[src/rtl/stack_cpu_core.sv]
// ---------------------------------------------------------------------------
// stack_cpu_core
//
// Parametrised 8-bit-opcode stack CPU. It fetches from an external synchronous
// code ROM with one cycle of read latency. It executes one-byte instructions
// in 2 cycles and two-byte relative branches/calls in 4 cycles. Stack
// overflow/underflow and illegal opcodes are trapped into a halted fault state.
//
// Optional feature: define STACK_CPU_MUL_EN to enable opcode 0x25 (MUL).
// Without it, 0x25 is an illegal opcode (fault_code 5).
//
// Ports
//   clock        system clock, rising edge
//   reset        asynchronous, active-high
//   run          1 = allow the FETCH -> EXEC transition, 0 = stall in FETCH
//   code_addr    ROM read address (the program counter)
//   code_data    ROM data, valid the cycle after code_addr is presented
//   print_valid  one-cycle pulse following an executed PRINT
//   print_s1     second-of-stack captured by PRINT
//   print_s0     top-of-stack captured by PRINT
//   halted       core stopped (HALT opcode or fault)
//   fault        core stopped because of a fault
//   fault_code   0 none, 1 dstack ovf, 2 dstack unf, 3 cstack ovf,
//                4 cstack unf, 5 illegal opcode
//   depth        current data stack occupancy
// ---------------------------------------------------------------------------
module stack_cpu_core #(
   parameter int DATA_W       = 16,
   parameter int ADDR_W       = 12,
   parameter int DSTACK_DEPTH = 8,
   parameter int CSTACK_DEPTH = 8
) (
   input  logic                          clock,
   input  logic                          reset,
   input  logic                          run,
   output logic [ADDR_W-1:0]             code_addr,
   input  logic [7:0]                    code_data,
   output logic                          print_valid,
   output logic [DATA_W-1:0]             print_s1,
   output logic [DATA_W-1:0]             print_s0,
   output logic                          halted,
   output logic                          fault,
   output logic [2:0]                    fault_code,
   output logic [$clog2(DSTACK_DEPTH):0] depth
);

   localparam int DPW = $clog2(DSTACK_DEPTH);
   localparam int DCW = DPW + 1;
   localparam int CPW = $clog2(CSTACK_DEPTH);
   localparam int CCW = CPW + 1;

   localparam logic [DCW-1:0] DFULL = DCW'(DSTACK_DEPTH);
   localparam logic [CCW-1:0] CFULL = CCW'(CSTACK_DEPTH);

`ifdef STACK_CPU_MUL_EN
   localparam bit MUL_EN = 1'b1;
`else
   localparam bit MUL_EN = 1'b0;
`endif

   localparam logic [7:0] OP_NOP   = 8'h00;
   localparam logic [7:0] OP_ADD   = 8'h20;
   localparam logic [7:0] OP_SUB   = 8'h21;
   localparam logic [7:0] OP_AND   = 8'h22;
   localparam logic [7:0] OP_OR    = 8'h23;
   localparam logic [7:0] OP_DUP   = 8'h24;
   localparam logic [7:0] OP_MUL   = 8'h25;
   localparam logic [7:0] OP_DROP  = 8'h26;
   localparam logic [7:0] OP_JMP   = 8'h30;
   localparam logic [7:0] OP_JZ    = 8'h31;
   localparam logic [7:0] OP_CALL  = 8'h32;
   localparam logic [7:0] OP_RET   = 8'h33;
   localparam logic [7:0] OP_PRINT = 8'h41;
   localparam logic [7:0] OP_HALT  = 8'h44;

   localparam logic [2:0] F_NONE  = 3'd0;
   localparam logic [2:0] F_DOVF  = 3'd1;
   localparam logic [2:0] F_DUNF  = 3'd2;
   localparam logic [2:0] F_COVF  = 3'd3;
   localparam logic [2:0] F_CUNF  = 3'd4;
   localparam logic [2:0] F_ILL   = 3'd5;

   typedef enum logic [2:0] {
      S_FETCH,
      S_EXEC,
      S_FETCH2,
      S_EXEC2,
      S_HALT
   } state_t;

   // Two-operand ALU; a is S1, b is S0 (SUB computes S1 - S0).
   function automatic logic [DATA_W-1:0] alu(input logic [7:0]        op,
                                             input logic [DATA_W-1:0] a,
                                             input logic [DATA_W-1:0] b);
      logic [DATA_W-1:0] r;
      r = '0;
      case (op)
         OP_ADD: r = a + b;
         OP_SUB: r = a - b;
         OP_AND: r = a & b;
         OP_OR:  r = a | b;
         OP_MUL: begin
`ifdef STACK_CPU_MUL_EN
            r = a * b;
`else
            r = '0;
`endif
         end
         default: r = '0;
      endcase
      return r;
   endfunction

   state_t              state_q, state_d;
   logic [ADDR_W-1:0]   pc_q, pc_d;
   logic [DCW-1:0]      dcnt_q, dcnt_d;
   logic [CCW-1:0]      ccnt_q, ccnt_d;
   logic [7:0]          op_q, op_d;
   logic                print_valid_q, print_valid_d;
   logic [DATA_W-1:0]   print_s1_q, print_s1_d;
   logic [DATA_W-1:0]   print_s0_q, print_s0_d;
   logic                halted_q, halted_d;
   logic                fault_q, fault_d;
   logic [2:0]          fcode_q, fcode_d;

   // Stack storage; contents deliberately survive reset.
   logic [DATA_W-1:0]   dmem [DSTACK_DEPTH];
   logic [ADDR_W-1:0]   cmem [CSTACK_DEPTH];

   logic                dwe;
   logic [DPW-1:0]      dwaddr;
   logic [DATA_W-1:0]   dwdata;
   logic                cwe;
   logic [CPW-1:0]      cwaddr;
   logic [ADDR_W-1:0]   cwdata;

   logic [DPW-1:0]      s0_idx, s1_idx, push_idx;
   logic [DATA_W-1:0]   s0, s1;
   logic [ADDR_W-1:0]   cs_top;

   logic signed [6:0]   imm7;
   logic signed [7:0]   off8;
   logic [ADDR_W-1:0]   pc_inc, br_target;

   logic [1:0]          dneed;
   logic                dgrow, cpush, cpop, illegal;
   logic [2:0]          exec_fcode;

   // Top entries sit just below the occupancy count.
   assign s0_idx   = DPW'(dcnt_q - DCW'(1));
   assign s1_idx   = DPW'(dcnt_q - DCW'(2));
   assign push_idx = dcnt_q[DPW-1:0];
   assign s0       = dmem[s0_idx];
   assign s1       = dmem[s1_idx];
   assign cs_top   = cmem[CPW'(ccnt_q - CCW'(1))];

   assign imm7      = code_data[6:0];
   assign off8      = code_data;
   assign pc_inc    = pc_q + ADDR_W'(1);
   // In EXEC2 pc already points at the offset byte, so +1 gives opcode+2.
   assign br_target = pc_q + ADDR_W'(1) + ADDR_W'(off8);

   // Opcode requirements. All faults, including those of two-byte ops, are
   // resolved in EXEC so a faulting instruction never advances pc.
   always_comb begin
      dneed   = 2'd0;
      dgrow   = 1'b0;
      cpush   = 1'b0;
      cpop    = 1'b0;
      illegal = 1'b0;
      if (code_data[7]) begin
         dgrow = 1'b1;
      end else begin
         case (code_data)
            OP_NOP, OP_JMP, OP_HALT: dneed = 2'd0;
            OP_ADD, OP_SUB, OP_AND, OP_OR, OP_PRINT: dneed = 2'd2;
            OP_MUL: begin
               if (MUL_EN) dneed = 2'd2;
               else        illegal = 1'b1;
            end
            OP_DUP: begin
               dneed = 2'd1;
               dgrow = 1'b1;
            end
            OP_DROP, OP_JZ: dneed = 2'd1;
            OP_CALL: cpush = 1'b1;
            OP_RET:  cpop  = 1'b1;
            default: illegal = 1'b1;
         endcase
      end

      if (illegal)                               exec_fcode = F_ILL;
      else if (dcnt_q < DCW'(dneed))             exec_fcode = F_DUNF;
      else if (dgrow && (dcnt_q == DFULL))       exec_fcode = F_DOVF;
      else if (cpush && (ccnt_q == CFULL))       exec_fcode = F_COVF;
      else if (cpop && (ccnt_q == CCW'(0)))      exec_fcode = F_CUNF;
      else                                       exec_fcode = F_NONE;
   end

   // Next-state and datapath control.
   always_comb begin
      state_d       = state_q;
      pc_d          = pc_q;
      dcnt_d        = dcnt_q;
      ccnt_d        = ccnt_q;
      op_d          = op_q;
      print_valid_d = 1'b0;
      print_s1_d    = print_s1_q;
      print_s0_d    = print_s0_q;
      halted_d      = halted_q;
      fault_d       = fault_q;
      fcode_d       = fcode_q;
      dwe           = 1'b0;
      dwaddr        = push_idx;
      dwdata        = s0;
      cwe           = 1'b0;
      cwaddr        = ccnt_q[CPW-1:0];
      cwdata        = pc_inc;

      case (state_q)
         S_FETCH: begin
            if (run) state_d = S_EXEC;
         end

         S_EXEC: begin
            if (exec_fcode != F_NONE) begin
               fault_d  = 1'b1;
               fcode_d  = exec_fcode;
               halted_d = 1'b1;
               state_d  = S_HALT;
            end else begin
               pc_d    = pc_inc;
               state_d = S_FETCH;
               if (code_data[7]) begin
                  dwe    = 1'b1;
                  dwdata = DATA_W'(imm7);
                  dcnt_d = dcnt_q + DCW'(1);
               end else begin
                  case (code_data)
                     OP_ADD, OP_SUB, OP_AND, OP_OR, OP_MUL: begin
                        dwe    = 1'b1;
                        dwaddr = s1_idx;
                        dwdata = alu(code_data, s1, s0);
                        dcnt_d = dcnt_q - DCW'(1);
                     end
                     OP_DUP: begin
                        dwe    = 1'b1;
                        dcnt_d = dcnt_q + DCW'(1);
                     end
                     OP_DROP: dcnt_d = dcnt_q - DCW'(1);
                     OP_JMP, OP_JZ, OP_CALL: begin
                        op_d    = code_data;
                        state_d = S_FETCH2;
                     end
                     OP_RET: begin
                        pc_d   = cs_top;
                        ccnt_d = ccnt_q - CCW'(1);
                     end
                     OP_PRINT: begin
                        print_valid_d = 1'b1;
                        print_s1_d    = s1;
                        print_s0_d    = s0;
                     end
                     OP_HALT: begin
                        halted_d = 1'b1;
                        state_d  = S_HALT;
                     end
                     default: state_d = S_FETCH;
                  endcase
               end
            end
         end

         S_FETCH2: state_d = S_EXEC2;

         S_EXEC2: begin
            state_d = S_FETCH;
            case (op_q)
               OP_JMP: pc_d = br_target;
               OP_JZ: begin
                  dcnt_d = dcnt_q - DCW'(1);
                  pc_d   = (s0 == '0) ? br_target : pc_inc;
               end
               OP_CALL: begin
                  cwe    = 1'b1;
                  ccnt_d = ccnt_q + CCW'(1);
                  pc_d   = br_target;
               end
               default: pc_d = pc_inc;
            endcase
         end

         S_HALT: state_d = S_HALT;

         default: state_d = S_FETCH;
      endcase
   end

   always_ff @(posedge clock or posedge reset) begin
      if (reset) begin
         state_q       <= S_FETCH;
         pc_q          <= '0;
         dcnt_q        <= '0;
         ccnt_q        <= '0;
         op_q          <= '0;
         print_valid_q <= 1'b0;
         print_s1_q    <= '0;
         print_s0_q    <= '0;
         halted_q      <= 1'b0;
         fault_q       <= 1'b0;
         fcode_q       <= F_NONE;
      end else begin
         state_q       <= state_d;
         pc_q          <= pc_d;
         dcnt_q        <= dcnt_d;
         ccnt_q        <= ccnt_d;
         op_q          <= op_d;
         print_valid_q <= print_valid_d;
         print_s1_q    <= print_s1_d;
         print_s0_q    <= print_s0_d;
         halted_q      <= halted_d;
         fault_q       <= fault_d;
         fcode_q       <= fcode_d;
      end
   end

   always_ff @(posedge clock) begin
      if (dwe) dmem[dwaddr] <= dwdata;
      if (cwe) cmem[cwaddr] <= cwdata;
   end

   assign code_addr   = pc_q;
   assign print_valid = print_valid_q;
   assign print_s1    = print_s1_q;
   assign print_s0    = print_s0_q;
   assign halted      = halted_q;
   assign fault       = fault_q;
   assign fault_code  = fcode_q;
   assign depth       = dcnt_q;

endmodule

[config.mk]
export PLATFORM = sky130hd
export DESIGN_NAME = stack_cpu_core
export DESIGN_NICKNAME = d
export VERILOG_FILES = /design/src/rtl/stack_cpu_core.sv
export SDC_FILE = /design/constraint.sdc
export NUM_CORES = 1
export LEC_CHECK = 0
export BUFFER_PORTS_ARGS = -buffer_cell sky130_fd_sc_hd__buf_2
export CAP_MARGIN = 20
export CORE_MARGIN = 1.5
export CORE_UTILIZATION = 62
export CTS_CLUSTER_SIZE = 20
export DETAILED_ROUTE_END_ITERATION = 10
export GPL_ROUTABILITY_DRIVEN = 0
export GPL_TIMING_DRIVEN = 0
export PLACE_DENSITY = 0.8
export SKIP_LAST_GASP = 1
export SYNTH_ARGS = -nofsm -noshare
export SYNTH_HDL_FRONTEND = slang
export SYNTH_SLANG_ARGS = --single-unit
[constraint.sdc]
create_clock -name clock -period 8.3 [get_ports clock]
set_clock_uncertainty 0.1 [all_clocks]
set_input_delay 2.49 -clock clock [delete_from_list [all_inputs] [get_ports clock]]
set_output_delay 2.49 -clock clock [all_outputs]
set_load 0.02 [all_outputs]
==> results.md, run 1 <==
- Outcome: finished, final reports clean
- Leakage: 6.60 nW
- Clk sinks: between 200 and 300
- Clock transition at path regs: 60 ps
- Nets@finish: 1321
- CTS Buf Count: 29
- Xor and xnor area share after synthesis: between 2 and 3%
- Register area: between 8000 and 9000 sq um
- Most common cell after layout, fill and taps aside: edfxtp_1
- Largest net degree at the start of global routing: 60
- Diodes inserted: 0
- Type of the worst setup path: flip-flop to flip-flop
- DR WL/cell: ~26 um
- Final instance area: roughly 18000 sq um
- Pwr Density: between 400 and 500 nW/um^2
- Area growth syn-to-layout: 13.1%
- Compound-Gate Fraction of Synth Area: about a tenth
- Post-CTS Setup Inserts: 0
- Top cell type's share of synthesized area: 43.1%
- Total gr overflow: 0
- Clk_lat worst skew: about 560 ps
- WP data required: roughly 8500 ps
- CTS root buffer: clkbuf_16
- Syn Nets: roughly 1200
- Dpl cell area: about 17000 sq um
- Die Width: roughly 160 um
- DR vias: roughly 11000
- CP startpoint kind: flip-flop
- Clock Tree Buf Depth: 3
- Die Ht: about 160 um
- Vias in the first global route: 11200
- Mapped Area: ~16000 sq um
- DRT Pass-1 Iters: 8
- F_max: 125 MHz
- GRT Util Overall: about a third
- Placed Cells: 1558
- # fillers: 1610
- Yosys reg bits: between 200 and 300
- CTS tree: done
- Adder-cell share of the synthesized area: roughly 4.4%
- Sequential-to-total area share from yosys stat: 54.0%
- Mux cell area share after synthesis: 17.6%
- IO buf count: 64
- Worst slew pin tran: ~1100 ps
- Final-report max-slew violation count: 0
- Crit path capture type: flip-flop
- Fin util: between 70% and 80%
- CORE AREA: roughly 25000 sq um
- ANT nets after route: 0
- Hold_buf cts: 0
- Share of synthesized flip-flops with an asynchronous set or reset: roughly a quarter
- Max cap viols: 0
- Fin worst setup slack: roughly 320 ps
- Total power: approximately 7.6 mW
- Std-Cell Rows: 57
- H-Tree Depth: 1
- Worst hold slack: around 370 ps
- Worst Path Max Fanout: 19
- Drt total wl: 42.6 mm
- EDFF count, synth: ~220
- Share of layout cells above drive strength 1: a little under a quarter
- Post-Layout Cell Count: about 1600
- Final Critical Period: about 8000 ps
- Maximum VDD drop: between 300 and 400 uV
- Synth unique cells: between 80 and 90
- Synth Area in Simple Gates: a little under a tenth
- Die ar.: 26100 sq um
- Setup WS pre-CTS: -871 ps
- Hold Violations, Final: 0
- Ys flop type: edfxtp_1
- Mapped Cells: between 1000 and 1500
- Synth Warn #: 0
- Vias per cell: approximately 6.9
- Setup violators final: 0
- IO Pins: 65
- DRT iter0 DRCs: ~1400
- Area of the multi-input gates: approximately 6800 sq um
- Most frequent cells in the layout: 224 x edfxtp_1, 91 x nand2_1, 85 x mux4_2, 73 x buf_2, 68 x dfrtp_1
- Largest family of logic cells by synthesized area: multiplexers
- DR DRC count: 0
- RSZ-0062 raised after global routing: false
- Post-synth top area cell: edfxtp_1
- Crit share post-route: around 96%
- Syn_area_per_cell: approximately 14 sq um
- Final setup TNS: 0 ps
- Global-route wire length before repair: 64.9 mm
- Worst slew margin: a little over a quarter
- HP Class: flip-flop to flip-flop
- HPWL Detailed: approximately 30 mm
- Arrival time worst endpoint: 8140 ps
- Initial antenna violation count: 0
- Initial Utilization: a little under two thirds
- Synth area leaders: edfxtp_1 43%, mux4_2 12%, dfrtp_1 11%
where the power goes:
| part | switching (mW) | internal, mW | leakage, nW | total, mW |
|---|---|---|---|---|
| sequential | 0.0764 | 1.97 | 2.96 | 2.05 |
| clock | 0.543 | 0.816 | 0.475 | 1.36 |
| combinational | 2.54 | 1.69 | 3.16 | 4.23 |
cells in the mapped netlist, types with 5 or more instances:
| library cell | count |
|---|---|
| nor2b_1 | 15 |
| o31ai_1 | 5 |
| a211oi_1 | 11 |
| nor2_1 | 64 |
| or3_1 | 9 |
| or2_2 | 6 |
| mux2_2 | 39 |
| a21oi_1 | 34 |
| mux4_2 | 85 |
| nor4_1 | 8 |
| o31a_1 | 5 |
| o32ai_1 | 5 |
| nand2_1 | 91 |
| o211a_1 | 7 |
| buf_1 | 6 |
| maj3_1 | 14 |
| o22ai_1 | 11 |
| o21a_1 | 10 |
| ha_1 | 41 |
| nor3_1 | 25 |
| buf_2 | 9 |
| dfrtp_1 | 68 |
| and3_1 | 9 |
| mux2i_1 | 27 |
| nand2b_1 | 11 |
| a31oi_1 | 11 |
| edfxtp_1 | 224 |
| xnor2_1 | 39 |
| inv_1 | 37 |
| nand3_1 | 26 |
| o21ai_0 | 53 |
| o211ai_1 | 7 |
| clkbuf_1 | 37 |
| xor2_1 | 8 |
area by class of cell:
cell class	instances	share of cell area (%)
clock buffer	39	4.43
timing repair buffer	85	3.48
buffer	55	1.48
multi-input combinational	766	38.6
tap	324	2.29
inverter	38	0.822
clock inverter	15	1.15
sequential	292	47.7
registers in the layout, summed over array words and instances (netlist names):
| name | cells |
|---|---|
| cmem | 96 |
| depth | 4 |
| print_valid | 1 |
| print_s1 | 16 |
| ccnt_q | 4 |
| print_s0 | 16 |
| dmem | 128 |
| code_addr | 12 |
| fault | 1 |
| fault_code | 3 |
| state_q | 3 |
| halted | 1 |
| op_q | 7 |
routing by layer:
| layer | wire [um] | GRT usage (%) |
|---|---|---|
| met5 | 0 | 0 |
| met1 | 15200 | 42.6 |
| met4 | 2420 | 17.4 |
| met3 | 3920 | 4.80 |
| met2 | 21000 | 55.6 |
final timing paths:
path                       startpoint      endpoint  slack (ps)  cells past startpoint
setup / recovery             depth[1]   dmem[7][14]         320                     18
hold / removal                op_q[5]       op_q[5]         370                      1
setup reg to reg             depth[1]   dmem[7][14]         320                     18
hold reg to reg               op_q[5]       op_q[5]         370                      1
max in group asynchronous       reset   print_s0[8]        5780                      3
min in group asynchronous       reset  print_s1[14]        1750                      2
critical path, stage by stage (launching register included):
cell      delay, ps
dfrtp_1         460
clkbuf_4        420
clkbuf_1        550
inv_1           330
ha_1            350
xor2_4          550
clkbuf_1        710
clkbuf_1        710
mux4_2          420
mux2i_1         490
a31oi_1         250
xnor2_1         190
ha_1            330
a21boi_0        330
o31a_1          270
o21a_1          210
a21oi_1         110
o311a_1         340
o22ai_1         520
logic make-up (layout without fill, tap and decap cells):
| group | count (synthesis) | count (layout) |
|---|---|---|
| muxes | 156 | 156 |
| AOI/OAI and AO/OA | 213 | 213 |
| and+or+nand+nor | 292 | 292 |
| buffers and inverters | 95 | 232 |
| adders and majority gates | 57 | 57 |
| xor gates and xnor gates | 48 | 48 |
| DFF | 292 | 292 |
repair_timing:
action                                  in CTS  in global routing
resized for setup                            3                  3
pin swaps                                    0                  0
endpoints found under the setup margin      96                 64
(Power assumes the default switching activity.)
==> run 2: changes to the inputs <==
--- a/config.mk
+++ b/config.mk
@@ -7,6 +7,7 @@
 export LEC_CHECK = 0
 export BUFFER_PORTS_ARGS = -buffer_cell sky130_fd_sc_hd__buf_2
 export CAP_MARGIN = 20
+export CORE_ASPECT_RATIO = 1.5
 export CORE_MARGIN = 1.5
 export CORE_UTILIZATION = 62
 export CTS_CLUSTER_SIZE = 20
==> results.md, run 2 (same netlist as run 1, synthesis figures left out) <==
- Outcome: finished, final reports clean
- DRT Pass-1 Iters: 5 (-3)
- CP startpoint kind: flip-flop
- Most frequent cells in the layout: 224 x edfxtp_1, 91 x nand2_1, 85 x mux4_2, 73 x buf_2, 68 x dfrtp_1
- H-Tree Depth: 1 (unchanged)
- Std-Cell Rows: 71 (+25%)
- Critical Path Start: depth[0]
- DRT iter0 DRCs: 1147 (-19%)
- Clk_lat worst skew: 560 ps (about the same)
- CTS Buf Count: 26 (-10%)
- Nets@finish: 1313 (-0.61%)
- CORE AREA: 24900 sq um (+1.4%)
- Die ar.: 26200 sq um (about the same)
- Min-Delay Startpoint: fault
- R2r setup slk: 320 ps (about the same)
- Leakage: 6.50 nW (-1.5%)
- Pwr Density: 425 nW/um^2 (-1.7%)
- Drt total wl: 42.7 mm (+0.40%)
- Resized cells post-CTS: 4 (+1)
- Clock Tree Buf Depth: 3 (unchanged)
- Dpl cell area: 16700 sq um (about the same)
- DR WL/cell: 26.6 um (+0.84%)
- Reg2Reg Depth: 20 (+2)
- Arrival time worst endpoint: 8130 ps (about the same)
- Top Registers: dmem: 128 flops, cmem: 96 flops
- IO Pins: 65 (unchanged)
- Initial antenna violation count: 1 (+1)
- Maximum VDD drop: 303 uV (-2.7%)
- HPWL Detailed: 31.4 mm (+2.8%)
- Largest register FFs: 128 (unchanged)
- Area growth syn-to-layout: 11.9%
- IO buf count: 64 (unchanged)
- Largest net degree at the start of global routing: 54 (-10%)
- Fin worst setup slack: 321 ps (+3.55 ps)
- DR WL met2: 21.9 mm (+4.4%)
- CTS tree: done
- Clk sinks: 292 (unchanged)
- Worst hold slack: 363 ps (-5.24 ps)
- Clock transition at path regs: 70 ps (about the same)
- Gate power share: 56.9% (+1.5 points)
- P_int: 4.28 mW (-4.3%)
- Psw: 3.14 mW (-0.58%)
- Vias per cell: 6.88 (-0.39%)
- Vias in the first global route: 11200 (-0.60%)
- Crit share post-route: 96.1% (about the same)
- Top layer in use: met5
- F_max: 125 MHz (about the same)
- WP data required: 8460 ps (about the same)
- Worst Hold Depth: 1 (unchanged)
- HP Class: flip-flop to flip-flop
- Crit path capture type: flip-flop
- DR DRC count: 0 (unchanged)
- Worst Path Max Fanout: 10 (-9)
- Setup WS pre-CTS: -1040 ps (-174 ps)
- Seq pwr share: 27.6% (+0.8 points)
- Die Width: 133 um (-18%)
- Final instance area: 17500 sq um (-1.1%)
- # fillers: 1678 (+4.2%)
- Setup violators final: 0 (unchanged)
- Worst slew margin: 29.5% (+2.5 points)
- Initial Utilization: 62.8% (-0.87 points)
- Final-report max-slew violation count: 0 (unchanged)
- Total gr overflow: 0 (unchanged)
- Sw Share: 42.3% (+0.94 points)
- RSZ-0062 raised after global routing: false
- Global-route wire length before repair: 65.4 mm (+0.80%)
- Biggest register: dmem
- Met3 wire length: 3.15 mm (-20%)
- GRT Util Overall: 33.8% (+0.62 points)
- Share of layout cells above drive strength 1: 23.2% (-0.035 points)
- Diodes inserted: 0 (unchanged)
- DR vias: 11100 (-0.83%)
- ANT nets after route: 0 (unchanged)
- DRT met1 WL: 14.4 mm (-5.5%)
- R2r startpoint: depth[0]
- Type of the worst setup path: flip-flop to flip-flop
- CTS root buffer: clkbuf_16
- Max cap viols: 0 (unchanged)
- Post-CTS Setup Inserts: 0 (unchanged)
- Clock power share: 15.5% (-2.3 points)
- Worst slew pin tran: 1060 ps (-28.1 ps)
- Hold_buf cts: 0 (unchanged)
- Hold Violations, Final: 0 (unchanged)
- Final Critical Period: 7980 ps (-3.55 ps)
- Most common cell after layout, fill and taps aside: edfxtp_1
- Die Ht: 197 um (+22%)
[run 2: cell type report]
type / instances / area [sq um] / area share (%)
multi-input cells: 766 / 6840 / 39.1
clock inverters: 13 / 68.8 / 0.394
well taps: 328 / 410 / 2.35
clock buffers: 35 / 736 / 4.21
plain buffers: 54 / 258 / 1.47
flip-flops and latches: 292 / 8430 / 48.2
repair buffers: 81 / 596 / 3.41
inverters: 38 / 145 / 0.830
[run 2: worst max-delay path: stages, from the launching register on]
cell and delay (ps):
dfrtp_1 500, buf_4 290, buf_6 230, buf_2 360
inv_1 270, ha_1 460, buf_6 180, clkbuf_1 490
clkbuf_2 500, mux4_2 400, mux2i_1 570, ha_1 390
or4b_4 570, o31ai_1 320, xnor2_1 100, ha_1 240
or3_1 360, a211oi_1 430, or3b_2 220, a31oi_1 100
o22ai_1 570
[run 2: per-stage QoR]
stage	util (%)	total power, mW	instances	setup TNS [ps]
floorplan	-	5.12	1153	0
global placement	65.7	6.05	1545	-84090
detailed placement	67.0	6.18	1559	-58700
CTS	70.2	7.34	1606	0
global route	70.3	7.82	1607	0
finish	70.3	7.42	1607	0
[run 2: worst paths after layout]
path / endpoint
worst max-delay path: dmem[0][13]
worst min-delay path: fault
worst max register to register: dmem[0][13]
worst min register to register: fault
max in group asynchronous: print_s0[8]
min in group asynchronous: print_s0[9]
[run 2: routing by layer]
metal  global-route usage, %  up-vias
met4                    23.6        2
met2                    59.7      641
met1                    37.9     5471
met3                    4.88      206
met5                       0        -
li1                        -     4738
[run 2: power by group through the flow]
| stage | clock (mW) | combinational (mW) | sequential (mW) |
|---|---|---|---|
| 4_1_cts | 1.16 | 4.14 | 2.04 |
| 3_5_place_dp | 0 | 4.11 | 2.07 |
| 3_3_place_gp | 0 | 3.99 | 2.07 |
| 5_1_grt | 1.21 | 4.56 | 2.05 |
| 2_1_floorplan | 0 | 3.03 | 2.10 |
| 6_report | 1.15 | 4.23 | 2.05 |
==> run 3: changes to the inputs <==
--- a/config.mk
+++ b/config.mk
@@ -14,6 +14,7 @@
 export DETAILED_ROUTE_END_ITERATION = 10
 export GPL_ROUTABILITY_DRIVEN = 0
 export GPL_TIMING_DRIVEN = 0
+export MAX_ROUTING_LAYER = met4
 export PLACE_DENSITY = 0.8
 export SKIP_LAST_GASP = 1
 export SYNTH_ARGS = -nofsm -noshare
==> results.md, run 3 (same netlist as run 1, synthesis figures left out) <==
- Register area: 8430 sq um (unchanged)
- Sw Share: 42.5% (+0.14 points)
- DR DRC count: 0 (unchanged)
- Final setup TNS: 0 ps (unchanged)
- Global-route wire length before repair: 65.5 mm (+0.11%)
- GRT Util Overall: 34.9% (+1.1 points)
- # fillers: 1678 (unchanged)
- Clock Tree Buf Depth: 3 (unchanged)
- Clk_lat worst skew: 560 ps (about the same)
- Top Registers: dmem: 128 flops, cmem: 96 flops
- Post-CTS Setup Inserts: 0 (unchanged)
- P_int: 4.28 mW (about the same)
- Max cap viols: 0 (unchanged)
- Total gr overflow: 0 (unchanged)
- Biggest register: dmem
- CTS Buf Count: 26 (unchanged)
- Largest net degree at the start of global routing: 54 (unchanged)
- ANT nets after route: 0 (unchanged)
- Die Width: 133 um (unchanged)
- Drt total wl: 42.9 mm (+0.48%)
- Final-report max-slew violation count: 0 (unchanged)
- Std-Cell Rows: 71 (unchanged)
- HP Class: flip-flop to flip-flop
- CP startpoint kind: flip-flop
- H-Tree Depth: 1 (unchanged)
- DR WL/cell: 26.7 um (+0.41%)
- WP data required: 8440 ps (-20 ps)
- Hold Violations, Final: 0 (unchanged)
- HPWL Detailed: 31.4 mm (unchanged)
- Worst min-delay path endpoint: fault
- Pwr Density: 426 nW/um^2 (+0.25%)
- F_max: 126 MHz (+0.32%)
- DR vias: 11100 (+0.28%)
- Die ar.: 26200 sq um (unchanged)
- Most frequent cells in the layout: 224 x edfxtp_1, 91 x nand2_1, 85 x mux4_2, 73 x buf_2, 68 x dfrtp_1
- Largest register FFs: 128 (unchanged)
- Worst slew margin: 29.3% (-0.24 points)
- Area of the multi-input gates: 6840 sq um (about the same)
- Fin worst setup slack: 346 ps (+25.3 ps)
- Worst Hold Depth: 1 (unchanged)
- CTS tree: done
- Psw: 3.16 mW (+0.63%)
- Maximum VDD drop: 304 uV (+0.19%)
- IO buf count: 64 (unchanged)
- Crit share post-route: 95.8% (-0.31 points)
- Setup violators final: 0 (unchanged)
- Fin util: 70.3% (about the same)
- Vias in the first global route: 11200 (+0.090%)
- Leakage: 6.50 nW (about the same)
- Clk sinks: 292 (unchanged)
- CTS root buffer: clkbuf_16
- R2r setup slk: 350 ps (+30 ps)
- Initial Utilization: 62.8% (unchanged)
- Clock transition at path regs: 70 ps (about the same)
- Clock power share: 15.4% (about the same)
- DRT iter0 DRCs: 1205 (+5.1%)
- Most common cell after layout, fill and taps aside: edfxtp_1
- Arrival time worst endpoint: 8090 ps (-40 ps)
- Area growth syn-to-layout: 12.0% (about the same)
- Worst Path Max Fanout: 10 (unchanged)
- DRT Pass-1 Iters: 5 (unchanged)
- Min-Delay Startpoint: fault
- Reg-to-reg critical path endpoint: dmem[1][15]
- Vias per cell: 6.90 (+0.22%)
- Seq pwr share: 27.5% (about the same)
- Type of the worst setup path: flip-flop to flip-flop
- Reg2Reg Depth: 21 (+5.0%)
- Die Ht: 197 um (unchanged)
- Share of layout cells above drive strength 1: 23.3% (+0.078 points)
- Nets@finish: 1313 (unchanged)
- Gate power share: 57.1% (+0.2 points)
- CORE AREA: 24900 sq um (unchanged)
- Crit path capture type: flip-flop
- R2r startpoint: depth[0]
- Setup WS pre-CTS: -1040 ps (unchanged)
- RSZ-0062 raised after global routing: false
- IO Pins: 65 (unchanged)
- Outcome: finished, final reports clean
- Final Critical Period: 7950 ps (-25.3 ps)
- Worst slew pin tran: 1050 ps (-5.13 ps)
- Initial antenna violation count: 1 (unchanged)
-- run 3: cell types whose count changed in the layout (fill, tap and decap cells not counted), sizes merged --
cell / delta
diode: +1
-- run 3: layer usage --
| layer | wire length (um) | share of wire [%] | global-route usage [%] |
|---|---|---|---|
| met1 | 14000 | 33 | 37.7 |
| met2 | 22100 | 52 | 59.9 |
| met3 | 3570 | 8.3 | 5.11 |
| met4 | 3200 | 7.5 | 23.4 |
| met5 | 0 | 0 | - |
-- run 3: per-stage QoR --
stage / hold slack, ps / power, mW / cells / cell area [sq um]
2_1_floorplan: 339 / 5.12 / 1153 / 15600
3_3_place_gp: 348 / 6.05 / 1545 / 16300
3_5_place_dp: 353 / 6.18 / 1559 / 16700
4_1_cts: 370 / 7.34 / 1606 / 17500
5_1_grt: 382 / 7.81 / 1608 / 17500
6_report: 363 / 7.44 / 1608 / 17500
-- run 3: area by class of cell --
| type | count | share of cell area [%] |
|---|---|---|
| multi-input cells | 766 | 39.1 |
| flip-flops and latches | 292 | 48.2 |
| repair buffers | 81 | 3.41 |
| well taps | 328 | 2.35 |
| clock buffers | 35 | 4.21 |
| clock inverters | 13 | 0.394 |
| inverters | 38 | 0.830 |
| plain buffers | 54 | 1.47 |
| diodes | 1 | 0.0143 |
-- run 3: worst max-delay path, stage by stage, from the launching register on --
cell and delay [ps]:
dfrtp_1 510, buf_4 290, buf_6 230, buf_2 370, inv_1 270, ha_1 450, buf_6 180, clkbuf_1 480
clkbuf_2 500, mux4_2 400, mux2i_1 560, ha_1 390, or4b_4 570, nand2_1 110, xnor2_1 80, ha_1 410
nor2b_1 180, a41o_1 210, a211oi_1 450, o31ai_1 180, nor4bb_1 160, or3_1 530
-- run 3: how the worst max path moves through the flow --
stage                     startpoint           to
after floorplan             depth[1]  dmem[0][15]
after global placement      depth[1]  dmem[2][15]
after detailed placement    depth[1]  dmem[2][13]
after CTS                   depth[1]  dmem[2][15]
after global routing        depth[0]  dmem[2][13]
final                       depth[0]  dmem[1][15]
-- run 3: what timing repair did --
action                     CTS  global route
hold endpoints to repair     0             0
hold buffers                 0             0
gates cloned                 0             0
resized for setup            4             3
setup endpoints to repair  107            48
-- run 3: power groups by stage --
stage	registers [mW]	logic [mW]	clock network, mW
2_1_floorplan	2.10	3.03	0
3_3_place_gp	2.07	3.99	0
3_5_place_dp	2.07	4.11	0
4_1_cts	2.04	4.14	1.16
5_1_grt	2.05	4.56	1.21
6_report	2.05	4.25	1.15
